===== config.mk =====
export PLATFORM = sky130hd
export DESIGN_NAME = micro_op_sequencer
export DESIGN_NICKNAME = d
export VERILOG_FILES = /design/src/rtl/micro_op_sequencer.sv
export SDC_FILE = /design/constraint.sdc
export NUM_CORES = 1
export LEC_CHECK = 0
export CORE_ASPECT_RATIO = 1.5
export CORE_MARGIN = 10
export CORE_UTILIZATION = 57
export CTS_CLUSTER_DIAMETER = 200
export CTS_CLUSTER_SIZE = 25
export DETAILED_ROUTE_END_ITERATION = 6
export DONT_BUFFER_PORTS = 1
export PLACE_DENSITY = 0.75
export SKIP_LAST_GASP = 1
export SLEW_MARGIN = 20
export SYNTH_ARGS = -nofsm -noshare
export SYNTH_HDL_FRONTEND = slang
export SYNTH_SLANG_ARGS = --single-unit
export TNS_END_PERCENT = 30

===== constraint.sdc =====
create_clock -name clk -period 1.8 [get_ports clk]
set_input_delay 0.09 -clock clk [delete_from_list [all_inputs] [get_ports clk]]
set_output_delay 0.09 -clock clk [all_outputs]
set_load 0.1 [all_outputs]

===== src/rtl/micro_op_sequencer.sv =====
// Multi-cycle sequencer for one operate (opcode 7) instruction. Group 1 results come from the
// external micro decoder; CLA/OSR/HLT of group 2 are applied here over two extra states.
module micro_op_sequencer (
  input  logic        clk,
  input  logic        reset_n,
  input  logic        start,
  input  logic [11:0] ir,
  input  logic [11:0] ac_in,
  input  logic        l_in,
  input  logic [11:0] pc_in,
  input  logic [11:0] sr,
  input  logic        cont,
  output logic [8:0]  dec_i_reg,
  output logic [11:0] dec_ac,
  output logic        dec_l,
  input  logic [11:0] dec_ac_micro,
  input  logic        dec_l_micro,
  input  logic        dec_skip,
  input  logic        dec_g1,
  input  logic        dec_g2,
  input  logic        dec_g3,
  output logic        busy,
  output logic        done,
  output logic [11:0] ac_out,
  output logic        l_out,
  output logic [11:0] pc_out,
  output logic        halted,
  output logic        op_err,
  output logic        g3_unimpl
);

  typedef enum logic [2:0] {IDLE, DECODE, G2_CLA, G2_OSR, WRITE, DONE} state_t;

  state_t      state_reg, state_next;
  logic [8:0]  ir_reg, ir_next;
  logic [11:0] ac_reg, ac_next;
  logic        l_reg, l_next;
  logic [11:0] pc_reg, pc_next;
  logic [11:0] sr_reg, sr_next;
  logic [11:0] ac_work_reg, ac_work_next;
  logic        l_work_reg, l_work_next;
  logic        skip_reg, skip_next;
  logic        g3u_reg, g3u_next;
  logic [11:0] ac_out_reg, ac_out_next;
  logic        l_out_reg, l_out_next;
  logic [11:0] pc_out_reg, pc_out_next;
  logic        halted_reg, halted_next;
  logic        op_err_reg, op_err_next;

  always_comb begin
    state_next   = state_reg;
    ir_next      = ir_reg;
    ac_next      = ac_reg;
    l_next       = l_reg;
    pc_next      = pc_reg;
    sr_next      = sr_reg;
    ac_work_next = ac_work_reg;
    l_work_next  = l_work_reg;
    skip_next    = skip_reg;
    g3u_next     = g3u_reg;
    ac_out_next  = ac_out_reg;
    l_out_next   = l_out_reg;
    pc_out_next  = pc_out_reg;
    op_err_next  = 1'b0;
    // cont clears first so a HLT executed in the same cycle overrides it
    halted_next  = halted_reg & ~cont;

    unique case (state_reg)
      IDLE: begin
        if (start && !halted_reg) begin
          if (ir[11:9] == 3'o7) begin
            ir_next    = ir[8:0];
            ac_next    = ac_in;
            l_next     = l_in;
            pc_next    = pc_in;
            sr_next    = sr;
            state_next = DECODE;
          end else begin
            op_err_next = 1'b1;
          end
        end
      end
      DECODE: begin
        if (dec_g1) begin
          ac_work_next = dec_ac_micro;
          l_work_next  = dec_l_micro;
          skip_next    = 1'b0;
          g3u_next     = 1'b0;
          state_next   = WRITE;
        end else if (dec_g2) begin
          // skip is judged on the pre-CLA/OSR accumulator
          ac_work_next = ac_reg;
          l_work_next  = l_reg;
          skip_next    = dec_skip;
          g3u_next     = 1'b0;
          state_next   = G2_CLA;
        end else begin
          ac_work_next = ir_reg[7] ? 12'o0000 : ac_reg;
          l_work_next  = l_reg;
          skip_next    = 1'b0;
          g3u_next     = |ir_reg[6:1];
          state_next   = WRITE;
        end
      end
      G2_CLA: begin
        if (ir_reg[7]) ac_work_next = 12'o0000;
        state_next = G2_OSR;
      end
      G2_OSR: begin
        if (ir_reg[2]) ac_work_next = ac_work_reg | sr_reg;
        if (ir_reg[1]) halted_next = 1'b1;
        state_next = WRITE;
      end
      WRITE: begin
        ac_out_next = ac_work_reg;
        l_out_next  = l_work_reg;
        pc_out_next = pc_reg + {11'd0, skip_reg};
        state_next  = DONE;
      end
      DONE: state_next = IDLE;
      default: state_next = IDLE;
    endcase
  end

  always_ff @(posedge clk or negedge reset_n) begin
    if (!reset_n) begin
      state_reg   <= IDLE;
      ir_reg      <= '0;
      ac_reg      <= '0;
      l_reg       <= 1'b0;
      pc_reg      <= '0;
      sr_reg      <= '0;
      ac_work_reg <= '0;
      l_work_reg  <= 1'b0;
      skip_reg    <= 1'b0;
      g3u_reg     <= 1'b0;
      ac_out_reg  <= '0;
      l_out_reg   <= 1'b0;
      pc_out_reg  <= '0;
      halted_reg  <= 1'b0;
      op_err_reg  <= 1'b0;
    end else begin
      state_reg   <= state_next;
      ir_reg      <= ir_next;
      ac_reg      <= ac_next;
      l_reg       <= l_next;
      pc_reg      <= pc_next;
      sr_reg      <= sr_next;
      ac_work_reg <= ac_work_next;
      l_work_reg  <= l_work_next;
      skip_reg    <= skip_next;
      g3u_reg     <= g3u_next;
      ac_out_reg  <= ac_out_next;
      l_out_reg   <= l_out_next;
      pc_out_reg  <= pc_out_next;
      halted_reg  <= halted_next;
      op_err_reg  <= op_err_next;
    end
  end

  assign dec_i_reg = ir_reg;
  assign dec_ac    = ac_reg;
  assign dec_l     = l_reg;
  assign busy      = (state_reg != IDLE);
  assign done      = (state_reg == DONE);
  assign g3_unimpl = done & g3u_reg;
  assign ac_out    = ac_out_reg;
  assign l_out     = l_out_reg;
  assign pc_out    = pc_out_reg;
  assign halted    = halted_reg;
  assign op_err    = op_err_reg;

endmodule


=== Yosys cells after proc, flatten, opt, wreduce, memory -nomap -nowiden ===
Cells that the tools add are included.

* $add $sub $neg: 1
* Equality and inequality tests: 10
* Multiplexer cells: 21
* Bitwise operators: 4
* Reductions and logical operators: 9

{| class="wikitable"
|+ Operators with widths
! kind !! count
|-
| $mux W12 || 5
|-
| $pmux W12 S3 || 1
|-
| $pmux W3 S5 || 1
|-
| $add A12 B1 Y12 || 1
|-
| $mux W3 || 4
|-
| $or A12 B12 Y12 || 1
|-
| $mux W1 || 10
|-
| $eq A3 B3 Y1 const B || 3
|-
| $ne A2 B2 Y1 const B || 4
|-
| $eq A3 B2 Y1 const B || 2
|-
| $reduce_and A3 Y1 || 2
|-
| $reduce_bool A3 Y1 || 2
|-
| $reduce_or A6 Y1 || 1
|-
| $eq A3 B1 Y1 const B || 1
|-
| $logic_not A3 Y1 || 1
|-
| $and A1 B1 Y1 || 2
|-
| $reduce_and A2 Y1 || 1
|-
| $logic_and A1 B1 Y1 || 1
|-
| $logic_not A1 Y1 || 1
|-
| $not A1 Y1 || 1
|}

* Flip-flop bits (word level): 91
* Bits of input ports: 70
* Logic and storage cells: 60

=== Logic depth before layout (Yosys ltp) ===
Gate-level depths: netlist (run 1).

* Depth in word-level cells: 4
* Depth in mapped cells: 6
* Mapped depth without buffers: 5

=== Least setup slack after synthesis (run 1) ===
No wires, ideal clock.

* Path kind: register to register
* From: reg ir_reg[7], in the netlist dec_i_reg[7]
* To: reg ac_work_reg[10]
* Arrival: 1.941 ns
* Path slack: -0.276 ns
* Cell stages (with the launch flop): 5
* Cells stage by stage: dfrtp_1 > or4bb_1 > buf_2 > a32oi_1 > o21ai_0

* Cells in the longest elaborated chain, start to end: 4

{| class="wikitable"
|+ RTL lines
! item !! RTL line !! RTL
|-
| start, declared || 35 || <nowiki>logic [8:0] ir_reg, ir_next;</nowiki>
|-
| start signal, assigned || 144 || <nowiki>ir_reg <= ir_next;</nowiki>
|-
| $mux W12 || 98 || <nowiki>ac_work_next = ir_reg[7] ? 12'o0000 : ac_reg;</nowiki>
|-
| $mux W12 || 90 || <nowiki>end else if (dec_g2) begin</nowiki>
|-
| $mux W12 || 84 || <nowiki>if (dec_g1) begin</nowiki>
|-
| $pmux W12 S3 || 68 || <nowiki>unique case (state_reg)</nowiki>
|-
| end signal, assigned || 149 || <nowiki>ac_work_reg <= ac_work_next;</nowiki>
|-
| end, declared || 40 || <nowiki>logic [11:0] ac_work_reg, ac_work_next;</nowiki>
|}

Parallel ways exist; a longest one is shown, timed or not.
A chain may end at the register's enable or synchronous reset.

=== Final worst setup path (run 1) ===
* From: reg state_reg[0]
* To: reg ac_reg[6], in the netlist dec_ac[6]

* Cells in the longest elaborated chain, start to end: 2

{| class="wikitable"
|+ RTL lines
! item !! RTL line !! RTL
|-
| start, declared || 34 || <nowiki>state_t state_reg, state_next;</nowiki>
|-
| start signal, assigned || 143 || <nowiki>state_reg <= state_next;</nowiki>
|-
| $logic_not A3 Y1 || 68 ||
|-
| $reduce_and A3 Y1 (no source line) || - ||
|-
| end signal, assigned || 145 || <nowiki>ac_reg <= ac_next;</nowiki>
|-
| end, declared || 36 || <nowiki>logic [11:0] ac_reg, ac_next;</nowiki>
|}

Every way passes these cells.

==> run summary, run 1 <==
=================================================================================
Outcome                                                              finished, violations left
Violated checks                                                      negative hold slack, negative setup slack
CP arrival                                                                2.11 ns
RD Place Congestion                                                        0.8017
Clk pin slew, worst setup/hold paths                                      0.08 ns
PnR worst setup slack                                                 -0.07301 ns
Slowest-stage cell, CP                                                    dfrtp_1
Final hold violation count                                                     92
Mean post-synth cell area                                               12.33 um2
Detailed-route wire length per cell                                      21.22 um
Library cells used by synthesis                                                43
Number of enable-type register cells in the synthesized netlist                 0
Net Count, Synth                                                              407
Maximum fanout along the worst path                                             8
Length of the first detailed-routing pass in iterations                         4
Total vias in the final route                                                3137
Cell count after synthesis                                                    335
Setup TNS                                                               -2.697 ns
Port Buffers                                                                    0
Final Max Slew Viols                                                            0
Fraction of layout cells with a size suffix above 1                        28.73%
Setup violation total in the final timing report                               46
Count of nets left with antenna violations after detail routing                 0
Number of CTS-inserted buffers                                                  9
Netlist area before placement                                            4130 um2
Final Critical Period                                                    1.873 ns
Portion of the post-synthesis area used by sequential elements             55.13%
Met2 wire len                                                             6234 um
Transition time at the pin with the least slew margin                   0.5726 ns
Number of global-route vias before repair                                    3393
Pin count of the biggest net entering global routing                           92
RSZ-0062 raised after global routing                                          yes
First-pass GRT wire length                                               17470 um
Total Routing Usage GR                                                     20.24%
Count of state elements after synthesis                                        91
Hold WS                                                                -0.5774 ns
Ordered cell list for the critical path                              or3_4 -> and4b_4 -> buf_12 -> clkbuf_16 -> mux2_4
Clock tree root buffer cell                                              clkbuf_8
Number of DRC violations after detailed-routing iteration 0                   165
Total number of placement rows                                                 38
Setup Crit Path Kind                                                      reg2reg
DP HPWL                                                                   7047 um
I/O pin cnt                                                                   122
Top layer reached by signal wires                                            met4
Drt via density                                                             5.767
Width of the die                                                         89.50 um
Synth warn                                                                      0
Clock Sinks                                                                    91
Die outline area                                                        11120 um2
Area Growth Syn to Fin                                                     34.17%
Category of the worst setup path capture point                           register
Max_cap viols                                                                   0
Nets                                                                          531
Post-synthesis async set-or-reset flop share                               100.0%
Number of antenna violations at the first check in global routing               1
Total detailed-routing wirelength                                        11550 um
Worst-case clock skew                                                 0.007705 ns
DRC violation count after routing                                               0
Delay of the slowest critical-path stage                                  0.39 ns
Post-route met1 wirelength                                                4186 um
Achievable frequency                                                    533.9 MHz
Sort of element at the start of the critical path                        register
Bufs on Longest Clock Path                                                      2
TritonCTS clock tree                                                        built
Period utilization                                                         104.1%
Number of levels in the clock H-tree                                            3
Worst min-delay path category                                            in2async
Core footprint                                                           7132 um2
End-of-flow core utilization                                               77.70%
Starting density of the core                                               57.91%
Chip Height                                                              124.3 um
Synth Flop Type                                                           dfrtp_1
Clock latency of the later-clocked register in the worst-skew pair        0.36 ns
Worst max-slew margin expressed relative to the limit                      61.70%
Required time at the worst-slack endpoint                                 2.04 ns
Sum of met3 wire segment lengths after detailed routing                    782 um
GRT Residual Overflow                                                           0
=================================================================================
==> timing repair <==
item / 4_1_cts / 5_1_grt
endpoints found under the setup margin: 42 / 46
resized for setup: 0 / 9
hold endpoints to repair: 153 / 92
hold buffers: 63 / 1
buffers inserted: 0 / 2
cloned: 0 / 5
==> synth_stat cells, drive strengths merged, types with 3 or more instances <==
cell type / n / area share (%)
nand2: 54 / 4.9
inv: 3 / 0.27
o21ai: 22 / 2.7
a22oi: 12 / 2.2
buf: 11 / 2.9
dfrtp: 91 / 55
mux2: 46 / 16
nor2b: 16 / 2.4
nand3: 4 / 0.48
o31ai: 4 / 0.73
a32oi: 12 / 2.5
a31oi: 7 / 1.1
nor2: 8 / 0.73
clkbuf: 10 / 0.97
or4: 5 / 0.91
or3: 4 / 0.73
==> cells by family (layout without fill, tap and decap cells) <==
family                   Yosys count  after routing  synth area share [%]
AO/OA/AOI/OAI                     61             61                 9.906
buffers and inverters             24            152                 4.150
XOR/XNOR                           3              3                0.6363
adder cells (fa/ha/maj)            2              2                0.6058
flip-flops                        91             91                 55.13
multiplexers                      47             47                 16.42
other                              0              1                     0
AND/OR/NAND/NOR                  107            107                 13.15
==> placed cells by master (no fill, tap or decap), types with 4 or more instances in the layout <==
master / count
dfrtp_1: 89
dlygate4sd3_1: 64
buf_4: 62
nand2_1: 54
mux2_4: 46
o21ai_0: 21
nor2b_1: 16
a22oi_1: 12
a32oi_1: 12
clkbuf_8: 10
nor2_1: 8
a31oi_1: 7
or4_1: 5
clkbuf_1: 5
o31ai_1: 4
==> layer usage <==
metal	global-route usage [%]	vias to the layer above
met5	0	-
met4	10.06	0
met3	4.974	25
met2	34.02	130
met1	22.73	1537
li1	-	1445
==> metrics by stage <==
| stage | cells | hold WS, ns | setup slack [ns] | instance area [um2] |
|---|---|---|---|---|
| 2_1_floorplan | 335 | -0.2056 | -0.1396 | 4135 |
| 6_report | 544 | -0.5774 | -0.07301 | 5542 |
| 5_1_grt | 544 | -0.5982 | -0.09764 | 5542 |
| 3_3_place_gp | 457 | -0.2026 | -0.001743 | 4579 |
| 4_1_cts | 535 | -0.5944 | -0.06081 | 5366 |
| 3_5_place_dp | 457 | -0.2027 | -0.04738 | 4579 |
==> final timing paths <==
kind	start	endpoint	slack [ns]	cells past startpoint
setup reg to reg	state_reg[0]$_DFFE_PN0P_	dec_ac[6]$_DFFE_PN0P_	-0.07	5
setup / recovery	state_reg[0]$_DFFE_PN0P_	dec_ac[6]$_DFFE_PN0P_	-0.07	5
min in group clk	dec_g1	l_work_reg$_DFFE_PN0P_	0	2
max in group asynchronous	reset_n	dec_i_reg[7]$_DFFE_PN0P_	2.24	0
hold / removal	reset_n	halted$_DFF_PN0_	-0.58	0
hold reg to reg	ac_work_reg[7]$_DFFE_PN0P_	ac_out[7]$_DFFE_PN0P_	0.47	2
==> final cells by class <==
class	instances	area, um2
Timing Repair Buffer	134	1264
Inverter	3	11.26
Tap cell	80	100.1
Fill cell	463	1590
Sequential cell	91	2282
Multi-Input combinational cell	220	1725
Antenna cell	1	2.502
Clock buffer	15	156.4
==> critical path: cells and delay by family (launching register included) <==
family / cells / cell delay, ns
and+or+nand+nor: 2 / 0.74
DFF: 1 / 0.39
buffers and inverters: 2 / 0.33
muxes: 1 / 0.29
Power of run 1 is left out: the tool's default activity adds up to more than one toggle a clock period on the data nets, which glitch-free logic cannot reach.
==> inputs of run 2 (changes only) <==
Settings changed: TNS_END_PERCENT 30 to not set.
==> run summary, run 2 (synthesis results as in run 1) <==
=================================================================================
Outcome                                                              finished, violations left
Violated checks                                                      negative hold slack, negative setup slack
Clock Sinks                                                                    91
Final hold violation count                                                     91
Clock latency of the later-clocked register in the worst-skew pair        0.36 ns
CP arrival                                                                2.11 ns
Worst max-slew margin expressed relative to the limit                      61.52%
Capture point of the worst reg-to-reg path                           dec_ac[10]$_DFFE_PN0P_
Top library cells by usage in the layout, fill and taps aside        dfrtp_1 (89), dlygate4sd3_1 (64), buf_4 (63)
Slowest-stage cell, CP                                                    dfrtp_1
Setup violation total in the final timing report                               46
Transition time at the pin with the least slew margin                   0.5753 ns
Sort of element at the start of the critical path                        register
Number of global-route vias before repair                                    3392
Count of nets left with antenna violations after detail routing                 0
Nets                                                                          532
Period utilization                                                         103.9%
Delay of the slowest critical-path stage                                  0.39 ns
Max_cap viols                                                                   0
DP HPWL                                                                   7047 um
Chip Height                                                              124.3 um
I/O pin cnt                                                                   122
Worst-case clock skew                                                 0.009869 ns
Category of the worst setup path capture point                           register
Number of DRC violations after detailed-routing iteration 0                   184
Port Buffers                                                                    0
Number of antenna violations at the first check in global routing               1
First-pass GRT wire length                                               17470 um
Length of the first detailed-routing pass in iterations                         4
Total vias in the final route                                                3149
GRT Residual Overflow                                                           0
Drt via density                                                             5.778
RSZ-0062 raised after global routing                                          yes
Number of placed cells counting well taps                                     457
Fraction of layout cells with a size suffix above 1                        28.88%
RD Place Congestion                                                        0.8017
Cell Count, Final, Fillers Out                                                545
Achievable frequency                                                    534.6 MHz
Detailed-route wire length per cell                                      21.27 um
Total Routing Usage GR                                                     20.24%
Core footprint                                                           7132 um2
TritonCTS clock tree                                                        built
PnR worst setup slack                                                 -0.07059 ns
Most common cell after layout, fill and taps aside                        dfrtp_1
Worst reg2reg path startpoint                                        state_reg[0]$_DFFE_PN0P_
Total detailed-routing wirelength                                        11590 um
Maximum fanout along the worst path                                             8
Required time at the worst-slack endpoint                                 2.04 ns
Die outline area                                                        11120 um2
Setup Crit Path Kind                                                      reg2reg
Worst min-delay path category                                            in2async
Total number of placement rows                                                 38
R2R setup slack                                                          -0.07 ns
Number of CTS-inserted buffers                                                  9
DRC violation count after routing                                               0
Hold WS                                                                -0.5868 ns
Starting density of the core                                               57.91%
Width of the die                                                         89.50 um
Final Max Slew Viols                                                            0
Ordered cell list for the critical path                              or3_4 -> and4b_4 -> buf_12 -> clkbuf_16 -> mux2_4
Area Growth Syn to Fin                                                     34.35%
Clock tree root buffer cell                                              clkbuf_8
Pin count of the biggest net entering global routing                           92
Number of levels in the clock H-tree                                            3
R2R cell count                                                                  5
Bufs on Longest Clock Path                                                      2
Number of inserted filler cells in the final layout                           461
Family with the most delay on the worst path                         simple AND/OR/NAND/NOR gates
Worst slack after detailed placement                                  -0.04738 ns
Number of buffer and inverter stages on the critical path                       2
Clk pin slew, worst setup/hold paths                                      0.09 ns
Final Critical Period                                                    1.871 ns
=================================================================================
-- run 2: changes by cell type in the layout (fill, tap and decap cells not counted) --
cell   previous run  this run
buf_4            62        63
-- run 2: worst max-delay path by stage --
stage / from / end / slack, ns / depth (start not counted)
after floorplan: state_reg[0]$_DFFE_PN0P_ / dec_i_reg[1]$_DFFE_PN0P_ / -0.14 / 5
after global placement: state_reg[0]$_DFFE_PN0P_ / sr_reg[5]$_DFFE_PN0P_ / -0.002 / 4
after detailed placement: state_reg[0]$_DFFE_PN0P_ / sr_reg[5]$_DFFE_PN0P_ / -0.05 / 4
after CTS: state_reg[0]$_DFFE_PN0P_ / sr_reg[5]$_DFFE_PN0P_ / -0.06 / 4
after global routing: state_reg[0]$_DFFE_PN0P_ / sr_reg[9]$_DFFE_PN0P_ / -0.1 / 5
final: state_reg[0]$_DFFE_PN0P_ / dec_ac[10]$_DFFE_PN0P_ / -0.07 / 5
-- run 2: area by class of cell --
cell class                 count  area (um2)  share of cell area [%]
antenna                        1       2.502                 0.04510
inverter                       3       11.26                  0.2029
sequential                    91        2282                   41.13
multi-input combinational    220        1725                   31.09
tap                           80       100.1                   1.804
timing repair buffer         135        1271                   22.91
clock buffer                  15       156.4                   2.818
-- run 2: worst register-to-register path: stages, from the launching register on --
cell	delay (ns)
dfrtp_1	0.39
or3_4	0.39
and4b_4	0.35
buf_12	0.16
clkbuf_16	0.18
mux2_4	0.30
-- run 2: per-layer routing --
layer / vias up / GRT usage [%] / part of all wire [%]
met5: - / 0 / 0
met3: 23 / 4.974 / 6.5
met4: 0 / 10.06 / 2.9
li1: 1447 / - / -
met2: 119 / 34.02 / 54
met1: 1560 / 22.73 / 36
-- run 2: metrics by stage --
stage	TNS, ns	utilization [%]	hold slack, ns	instance area (um2)
floorplan	-5.762	-	-0.2056	4135
global placement	-0.004401	64.21	-0.2026	4579
detailed placement	-0.2520	64.21	-0.2027	4579
CTS	-0.9733	75.25	-0.5944	5366
global route	-3.689	77.81	-0.5982	5549
finish	-2.587	77.81	-0.5868	5549
-- run 2: what timing repair did --
| item | 4_1_cts | 5_1_grt |
|---|---|---|
| hold buffers | 63 | 1 |
| cloned | 0 | 5 |
| hold endpoints to repair | 153 | 92 |
| endpoints found under the setup margin | 42 | 46 |
| buffers inserted | 0 | 3 |
| resized for setup | 0 | 9 |
Power of run 2 is left out for the same reason.
==> inputs of run 3 (changes only) <==
Settings changed: ABC_AREA set to 1, CAP_MARGIN set to 40.
==> run summary, run 3 <==
====================================================================================
I/O pin cnt                                                                      122
Mean post-synth cell area                                                  8.088 um2
Period utilization                                                            96.43%
Most frequently used cell type in the post-synthesis netlist                 nand2_1
Cell count after synthesis                                                       515
Length of the first detailed-routing pass in iterations                            5
Ordered cell list for the critical path                                 nor2_2 -> inv_2 -> nor2_4 -> buf_8 -> inv_1 -> buf_6
Number of buffers inserted for hold repair after clock tree synthesis             56
Count of state elements after synthesis                                           91
Port Buffers                                                                       0
Cell types occupying the most area after synthesis                      dfrtp_1 (55%), nand2_1 (18%), nand3_1 (6.4%), nor2_1 (4.1%), a21oi_1 (2.8%)
Count of nets left with antenna violations after detail routing                    0
Max_cap viols                                                                      0
PnR worst setup slack                                                     0.06423 ns
CP arrival                                                                   1.65 ns
Total detailed-routing wirelength                                           12170 um
DRC violation count after routing                                                  0
Starting density of the core                                                  58.02%
RSZ-0062 raised after global routing                                              no
Setup violation total in the final timing report                                   0
Synth Flop Type                                                              dfrtp_1
Delay of the slowest critical-path stage                                     0.47 ns
Transition time at the pin with the least slew margin                      0.5254 ns
Chip Height                                                                 124.7 um
Clock tree root buffer cell                                                 clkbuf_8
Family with the most delay on the worst path                            buffers and inverters
Worst-case clock skew                                                    0.008121 ns
Worst slack after detailed placement                                      0.07859 ns
Width of the die                                                            89.80 um
Library cells used by synthesis                                                   25
Number of buffer and inverter stages on the critical path                          4
Detailed-route wire length per cell                                         16.76 um
Core footprint                                                              7179 um2
End-of-flow core utilization                                                  76.18%
Sort of element at the start of the critical path                           register
Final hold violation count                                                        91
Total Routing Usage GR                                                        21.47%
TritonCTS clock tree                                                           built
Number of antenna violations at the first check in global routing                  1
Required time at the worst-slack endpoint                                    1.71 ns
Netlist area before placement                                               4165 um2
Share of the synthesized area in the top cell type                            54.67%
Worst max-slew margin expressed relative to the limit                         64.92%
Nets                                                                             693
Clock Sinks                                                                       91
Pin count of the biggest net entering global routing                              92
DP HPWL                                                                      8174 um
Worst min-delay path category                                               in2async
Violated checks                                                         negative hold slack
Post-synthesis async set-or-reset flop share                                  100.0%
Setup Crit Path Kind                                                         reg2out
Clock latency of the later-clocked register in the worst-skew pair           0.36 ns
Total number of placement rows                                                    38
Portion of the post-synthesis area used by sequential elements                54.67%
Hold WS                                                                   -0.5844 ns
Area leader, netlist                                                         dfrtp_1
Most numerous cell types in the synthesized netlist                     nand2_1 (198), dfrtp_1 (91), nand3_1 (53)
Fraction of layout cells with a size suffix above 1                           15.36%
Bufs on Longest Clock Path                                                         2
Achievable frequency                                                       576.1 MHz
Category of the worst setup path capture point                           output port
Slowest-stage cell, CP                                                       dfrtp_2
Number of levels in the clock H-tree                                               3
Final Critical Period                                                       1.736 ns
Maximum fanout along the worst path                                               15
Most common cell after layout, fill and taps aside                           nand2_1
Number of global-route vias before repair                                       4072
Non-Filler Cell Area, Final                                                 5469 um2
Top library cells by usage in the layout, fill and taps aside           nand2_1 (197), dfrtp_1 (89), buf_4 (62)
Number of enable-type register cells in the synthesized netlist                    0
RD Place Congestion                                                           0.8686
First-pass GRT wire length                                                  19710 um
Total vias in the final route                                                   3930
Clk pin slew, worst setup/hold paths                                         0.09 ns
Placed cell area                                                            4636 um2
Synth warn                                                                         0
Outcome                                                                 finished, violations left
Final Max Slew Viols                                                               0
Die outline area                                                           11200 um2
Number of inserted filler cells in the final layout                              505
Number of DRC violations after detailed-routing iteration 0                      276
Number of CTS-inserted buffers                                                     9
GRT Residual Overflow                                                              0
Drt via density                                                                5.413
Area Growth Syn to Fin                                                        31.30%
Net Count, Synth                                                                 587
====================================================================================
run 3: cell types whose count changed after synthesis, sizes merged, moves of 16 or more:
cell and change:
nor2 +41, nor2b -16, mux2 -46, nand3 +50, nand2 +144, inv +22, a21oi +22
run 3: area by class of cell:
cell class,instances,area [um2],share of cell area [%]
Antenna cell,1,2.502,0.04576
Clock buffer,14,182.7,3.340
Clock inverter,1,30.03,0.5491
Inverter,25,93.84,1.716
Multi-Input combinational cell,373,1683,30.77
Sequential cell,91,2280,41.68
Tap cell,100,125.1,2.288
Timing Repair Buffer,121,1072,19.61
run 3: timing repair:
| item | 4_1_cts | 5_1_grt |
|---|---|---|
| buffers inserted | 0 | 4 |
| endpoints found under the setup margin | 1 | 15 |
| gates cloned | 0 | 0 |
| endpoints found under the hold margin | 152 | 91 |
| resized for setup | 2 | 6 |
| pin swaps | 0 | 1 |
run 3: per-layer routing:
metal / track usage, % / part of all wire (%)
met5: 0 / 0
met4: 11.17 / 3.0
met3: 6.454 / 7.6
met2: 37.69 / 52
met1: 22.41 / 37
run 3: path summary, 6_finish.rpt:
path,startpoint,end,slack [ns],cells past startpoint
max,state_reg[1]$_DFFE_PN0P_,busy,0.06,6
min,reset_n,dec_i_reg[5]$_DFFE_PN0P_,-0.58,0
max reg2reg,state_reg[1]$_DFFE_PN0P_,skip_reg$_DFFE_PN0P_,0.11,4
min reg2reg,sr_reg[4]$_DFFE_PN0P_,sr_reg[4]$_DFFE_PN0P_,0.48,2
max in group asynchronous,reset_n,state_reg[0]$_DFFE_PN0P_,2.24,0
min in group clk,dec_g1,ac_work_reg[4]$_DFFE_PN0P_,0.01,4
run 3: per-stage QoR:
stage | instances | TNS [ns]
finish | 726 | 0
detailed placement | 650 | 0
global route | 726 | 0
floorplan | 515 | -0.08058
CTS | 721 | 0
global placement | 650 | 0
run 3: worst register-to-register path, delay by kind of cell, from the launching register on:
family | cells | cell delay [ns]
AND/OR/NAND/NOR | 2 | 0.46
flip-flops | 1 | 0.47
buffers and inverters | 1 | 0.56
AO/OA/AOI/OAI | 1 | 0.15
run 3: kinds of logic (layout without fill, tap and decap cells):
logic type,after synthesis,in the layout,synth area share (%)
simple gates,309,309,30.43
flops,91,91,54.67
compound gates,58,58,7.750
buf+inv,51,161,5.707
xor+xnor,4,4,0.8412
fa+ha+maj,2,2,0.6007
other cells,0,1,0
Power of run 3 is left out for the same reason.
